`src/rtl/reg_bank_arbiter_pkg.sv`:
```
// Shared constants, FSM encoding and bank-depth helper for the register-bank arbiter.
// No logic, so there is no latency.
// No backpressure applies here.
package reg_bank_arbiter_pkg;

    localparam int DATA_W = 32;
    localparam int ADDR_W = 3;

    typedef enum logic {
        ST_IDLE  = 1'b0,
        ST_WRITE = 1'b1
    } state_e;

    function automatic int calc_num_regs(input int addr_w);
        return 1 << addr_w;
    endfunction

    localparam int NUM_REGS = calc_num_regs(ADDR_W);

endpackage

```
`src/rtl/reg_bank_arbiter_we.sv`:
```
// Register bank built from clock-only registers, using a feedback mux for enable and clear.
// Writes land on the clk edge where we is high; the bank is cleared on any edge while rst is high.
// No backpressure: every write presented is taken.
module reg_bank_we #(
    parameter int DATA_W = 32,
    parameter int ADDR_W = 3
) (
    input  logic                                clk,
    input  logic                                rst,
    input  logic                                we,
    input  logic [ADDR_W-1:0]                   waddr,
    input  logic [DATA_W-1:0]                   wdata,
    output logic [(1 << ADDR_W)*DATA_W-1:0]     bank
);
    import reg_bank_arbiter_pkg::*;

    localparam int NUM_REGS = calc_num_regs(ADDR_W);

    logic [DATA_W-1:0] bank_q [NUM_REGS];
    logic [DATA_W-1:0] bank_d [NUM_REGS];

    // The registers have no reset or enable pins, so both are folded into the D-side mux.
    always_comb begin
        for (int i = 0; i < NUM_REGS; i++) begin
            bank_d[i] = bank_q[i];
            if (rst) begin
                bank_d[i] = '0;
            end else if (we && (waddr == ADDR_W'(i))) begin
                bank_d[i] = wdata;
            end
        end
    end

    for (genvar g = 0; g < NUM_REGS; g++) begin : g_reg
        always_ff @(posedge clk) begin
            bank_q[g] <= bank_d[g];
        end
    end

    always_comb begin
        bank = '0;
        for (int i = 0; i < NUM_REGS; i++) begin
            bank[i*DATA_W +: DATA_W] = bank_q[i];
        end
    end

endmodule

```
`src/rtl/reg_bank_arbiter.sv`:
```
// Round-robin write arbiter in front of the register bank, with one async read port. Optional macro: REG_WR_BYPASS_EN.
// The request is sampled at edge N, gnt is high for cycle N..N+1, and the bank is written at edge N+1.
// A request is held until gnt; peak throughput is one write every two cycles.
module reg_bank_arbiter #(
    parameter int NUM_REQ = 4,
    parameter int DATA_W  = reg_bank_arbiter_pkg::DATA_W,
    parameter int ADDR_W  = reg_bank_arbiter_pkg::ADDR_W
) (
    input  logic                      clk,
    input  logic                      rst,
    input  logic [NUM_REQ-1:0]        req,
    input  logic [NUM_REQ*ADDR_W-1:0] req_addr,
    input  logic [NUM_REQ*DATA_W-1:0] req_data,
    output logic [NUM_REQ-1:0]        gnt,
    output logic                      busy,
    input  logic [ADDR_W-1:0]         rd_addr,
    output logic [DATA_W-1:0]         rd_data
);
    import reg_bank_arbiter_pkg::*;

    localparam int NUM_REGS = calc_num_regs(ADDR_W);
    localparam int PTR_W    = (NUM_REQ > 1) ? $clog2(NUM_REQ) : 1;

    state_e              state_q, state_d;
    logic [PTR_W-1:0]    rr_ptr_q, rr_ptr_d;
    logic [PTR_W-1:0]    win_q, win_d;
    logic [ADDR_W-1:0]   addr_q, addr_d;
    logic [DATA_W-1:0]   data_q, data_d;
    logic [NUM_REGS*DATA_W-1:0] bank_flat;
    logic [DATA_W-1:0]   bank_rd;
    logic                bank_we;

    // Searches for the first set request bit at or above ptr, wrapping at NUM_REQ.
    function automatic logic [PTR_W-1:0] rr_pick(input logic [NUM_REQ-1:0] r,
                                                 input logic [PTR_W-1:0]   ptr);
        logic [PTR_W-1:0] w;
        logic             hit;
        int               idx;
        w   = ptr;
        hit = 1'b0;
        for (int k = 0; k < NUM_REQ; k++) begin
            idx = (int'(ptr) + k) % NUM_REQ;
            if (!hit && r[PTR_W'(idx)]) begin
                w   = PTR_W'(idx);
                hit = 1'b1;
            end
        end
        return w;
    endfunction

    always_comb begin
        state_d  = state_q;
        rr_ptr_d = rr_ptr_q;
        win_d    = win_q;
        addr_d   = addr_q;
        data_d   = data_q;
        case (state_q)
            ST_IDLE: begin
                if (|req) begin
                    win_d    = rr_pick(req, rr_ptr_q);
                    addr_d   = req_addr[int'(win_d)*ADDR_W +: ADDR_W];
                    data_d   = req_data[int'(win_d)*DATA_W +: DATA_W];
                    rr_ptr_d = PTR_W'((int'(win_d) + 1) % NUM_REQ);
                    state_d  = ST_WRITE;
                end
            end
            ST_WRITE: begin
                state_d = ST_IDLE;
            end
            default: begin
                state_d = ST_IDLE;
            end
        endcase
    end

    always_ff @(posedge clk or posedge rst) begin
        if (rst) begin
            state_q  <= ST_IDLE;
            rr_ptr_q <= '0;
            win_q    <= '0;
            addr_q   <= '0;
            data_q   <= '0;
        end else begin
            state_q  <= state_d;
            rr_ptr_q <= rr_ptr_d;
            win_q    <= win_d;
            addr_q   <= addr_d;
            data_q   <= data_d;
        end
    end

    // gnt and busy decode straight from state, so an async reset drops them without waiting for an edge.
    always_comb begin
        gnt  = '0;
        busy = (state_q == ST_WRITE);
        if (state_q == ST_WRITE) begin
            gnt[win_q] = 1'b1;
        end
    end

    assign bank_we = (state_q == ST_WRITE);

    reg_bank_we #(
        .DATA_W (DATA_W),
        .ADDR_W (ADDR_W)
    ) u_bank (
        .clk   (clk),
        .rst   (rst),
        .we    (bank_we),
        .waddr (addr_q),
        .wdata (data_q),
        .bank  (bank_flat)
    );

    assign bank_rd = bank_flat[int'(rd_addr)*DATA_W +: DATA_W];

`ifdef REG_WR_BYPASS_EN
    // Forward the in-flight write so operand fetch sees it one cycle early.
    assign rd_data = ((state_q == ST_WRITE) && (rd_addr == addr_q)) ? data_q : bank_rd;
`else
    assign rd_data = bank_rd;
`endif

endmodule

```
`config.mk`:
```
export PLATFORM = sky130hd
export DESIGN_NAME = reg_bank_arbiter
export DESIGN_NICKNAME = d
export VERILOG_FILES = /design/src/rtl/reg_bank_arbiter_pkg.sv /design/src/rtl/reg_bank_arbiter_we.sv /design/src/rtl/reg_bank_arbiter.sv
export SDC_FILE = /design/constraint.sdc
export NUM_CORES = 1
export LEC_CHECK = 0
export BUFFER_PORTS_ARGS = -buffer_cell sky130_fd_sc_hd__buf_2
export CAP_MARGIN = 40
export CORE_ASPECT_RATIO = 1.5
export CORE_MARGIN = 1.5
export CORE_UTILIZATION = 45
export CTS_CLUSTER_DIAMETER = 120
export CTS_CLUSTER_SIZE = 40
export DETAILED_ROUTE_END_ITERATION = 8
export MAX_ROUTING_LAYER = met4
export SLEW_MARGIN = 30
export SYNTH_ARGS = -nofsm -noshare
export SYNTH_HDL_FRONTEND = slang
export SYNTH_SLANG_ARGS = --single-unit
```
`constraint.sdc`:
```
create_clock -name clk -period 2.38 [get_ports clk]
set_clock_uncertainty 0.05 [all_clocks]
set_input_delay 0 -clock clk [delete_from_list [all_inputs] [get_ports clk]]
set_output_delay 0 -clock clk [all_outputs]
set_load 0.03 [all_outputs]
```
==> flow_metrics.tcl <==
set metrics [dict create \
    worstSetupStartpointType "flop" \
    tightest_slew_ps 947 \
    cp_cell_sequence "nor3b_2 -> a2bb2oi_2 -> o211ai_2 -> buf_6 -> a211oi_1 -> dlygate4sd3_1 -> a211oi_1" \
    status "completed" \
    io_buffers 185 \
    drc_errors 0 \
    end_kind "flop" \
    final.setup.tns_ps 0 \
    dp_hpwl_um 23600 \
    area_growth_syn_to_layout_pct 22.8 \
    grtUsageTotal_pct 27.3 \
    slowest_stage "dlygate4sd3_1" \
    fp.dieH_um 216 \
    clk_latency_ps 500 \
    cp.required_ps 2760 \
    min_path_type "input port to flop" \
    period_share_pct 93.7 \
    leakage_nw 6.29 \
    grt_start_max_net_pins 143 \
    drtAntennaViolNets 0 \
    io_pins 186 \
    die_area_sq_um 31400 \
    core-area_sq_um 29700 \
    fillers 2672 \
    worstPathArrival_ps 2610 \
    relSlewSlack_pct 36.8 \
    cts_buffer_depth 3 \
    rsz0062_at_grt "false" \
    min-delay-start "req[2]" \
    slew_viol_final 0 \
    cp_common_cell "a211oi_1" \
    async_flop_share_pct 13.5 \
    rows 77 \
    antenna_found_initial 0 \
    crit_type "flop to flop" \
    cp_max_fo 35 \
    tritoncts "yes" \
    yosys_warnings 0 \
    p_total_mw 14.7 \
    first_iter_violations 969 \
    critPathBufInv 2 \
    setup_viol 0 \
    clock.fmax_mhz 448 \
    reg2reg_from "rr_ptr_q[1]" \
    max-cap-violations 0 \
    pwr_density_cell_nw_per_um2 878 \
    clockRootBuffer "clkbuf_16" \
    syn_nets 1735 \
    netlist_instances 1586 \
    diodes 0 \
    final_nets 1959 \
    synth-edff-count 0 \
    path_clk_slew_ps 150 \
    fin_cells 2206 \
    dr.pass1.iters 5 \
    synth_area_sq_um 13700 \
    yosys_register_bits 296 \
    die_w_um 145 \
    start_util_pct 46.0 \
    ir_drop_v 0.000634 \
    ys.flop_type "dfxtp_1" \
    wl_per_cell_um 19.1 \
    vias 12100 \
    drive_gt1_share_pct 21.3 \
    crit_start "rr_ptr_q[1]" \
    cp_top_family "buffers and inverters" \
    period_needed_ps 2230 \
    yosysSeqAreaShare_pct 44.9 \
    grt_pass1_vias 12000 \
    cts_inserted_buffers 11 \
    placedCellCount 2050 \
    gp_congestion 0.807 \
    htreeDepth 1 \
    grt_pass1_wl_um 66600 \
    synth_cell_types 39 \
    wl_um 42100 \
    viasPerCell 5.50 \
    grt.overflow.total 0 \
    post_cts_buffers 0 \
    numClockSinks 296 \
    postSynthAreaPerCell_sq_um 8.61 \
    final_util_pct 56.5 \
    final_hold_viol_count 0 \
    max_stage_delay_ps 560 \
]
## cell families (layout without fill, tap and decap cells)
group,after synthesis,count (layout),share of synthesized area (%)
mux,132,132,15.8
buf+inv,194,419,5.70
simple gates,591,591,16.7
flops,296,296,44.9
compound gates,372,372,16.8
xor+xnor,1,1,0.0642
## synth_stat cells, drive strengths merged (2+ instances only)
cell type	instances	area share [%]
nor2b	7	0.34
dfxtp	256	38
mux2	33	2.7
nand2b	3	0.14
dfrtp	40	7.3
mux4	64	11
mux2i	35	2.6
nor3	2	0.073
and3	2	0.092
o21ai	2	0.16
nor3b	2	0.15
a21oi	258	9.5
a31oi	35	1.6
nor2	49	1.3
o21bai	3	0.27
inv	36	0.99
nand2	518	14
a211oi	70	5.0
nand3	4	0.15
clkbuf	139	3.8
buf	19	0.89
## cell usage in the layout, fill, tap and decap left out, types with 39 or more instances in the layout
cell type	count
dlygate4sd3_1	142
dfxtp_1	256
nor2_1	42
nand2_1	518
dfrtp_1	39
a211oi_1	39
mux4_2	64
a21oi_1	258
buf_2	183
## power breakdown
group	leakage, nW	total [mW]	internal, mW	switching (mW)
clock network	0.149	2.44	0.886	1.56
registers	2.52	7.24	5.96	1.28
logic	3.62	5.04	2.12	2.92
## tightest hold or removal path: stages
cell and delay [ps]:
buf_2 140, nor4_1 90, nor2_4 290, a21oi_1 120
## final cells by class
cell class                 count  area (sq um)  area share, %
clock buffer                  13           283           1.69
clock inverter                 1          30.0          0.179
inverter                      36           135          0.806
multi-input combinational   1096          6790           40.5
sequential                   296          6130           36.5
tap                          395           494           2.95
timing repair buffer         369          2910           17.4
## what timing repair did
action / 4_1_cts / 5_1_grt
resized for setup: 0 / 4
endpoints found under the setup margin: 0 / 7
endpoints found under the hold margin: 48 / 0
hold buffers: 142 / 0
## metrics by stage
stage / setup WS, ps / cell area, sq um / hold slack (ps)
after floorplan: 531 / 13700 / 175
after global placement: 509 / 15000 / 295
after detailed placement: 422 / 15000 / 310
after CTS: 30.0 / 16800 / 76.4
after global routing: 5.73 / 16800 / 112
final: 149 / 16800 / 97.9
## sequential cells by signal, indices dropped and copies added (netlist names)
register,flops
u_bank.bank_q,256
rr_ptr_q,2
data_q,32
addr_q,3
win_q,2
busy,1
## per-layer routing
metal	vias up	GRT usage [%]	wire length, um
li1	5796	-	-
met1	5807	36.0	18100
met2	465	45.9	20600
met3	76	1.87	2460
met4	0	6.90	909
met5	-	-	0
## worst paths after layout
check                                         to  slack, ps  cells past startpoint
hold reg to reg            u_bank.bank_q[0][104]        410                      2
max in group asynchronous             data_q[31]       1410                      4
setup / recovery                      data_q[11]        150                      7
min in group asynchronous             data_q[26]        400                      3
hold / removal                       rr_ptr_q[0]        100                      4
setup reg to reg                      data_q[11]        150                      7
(Power assumes the default switching activity.)
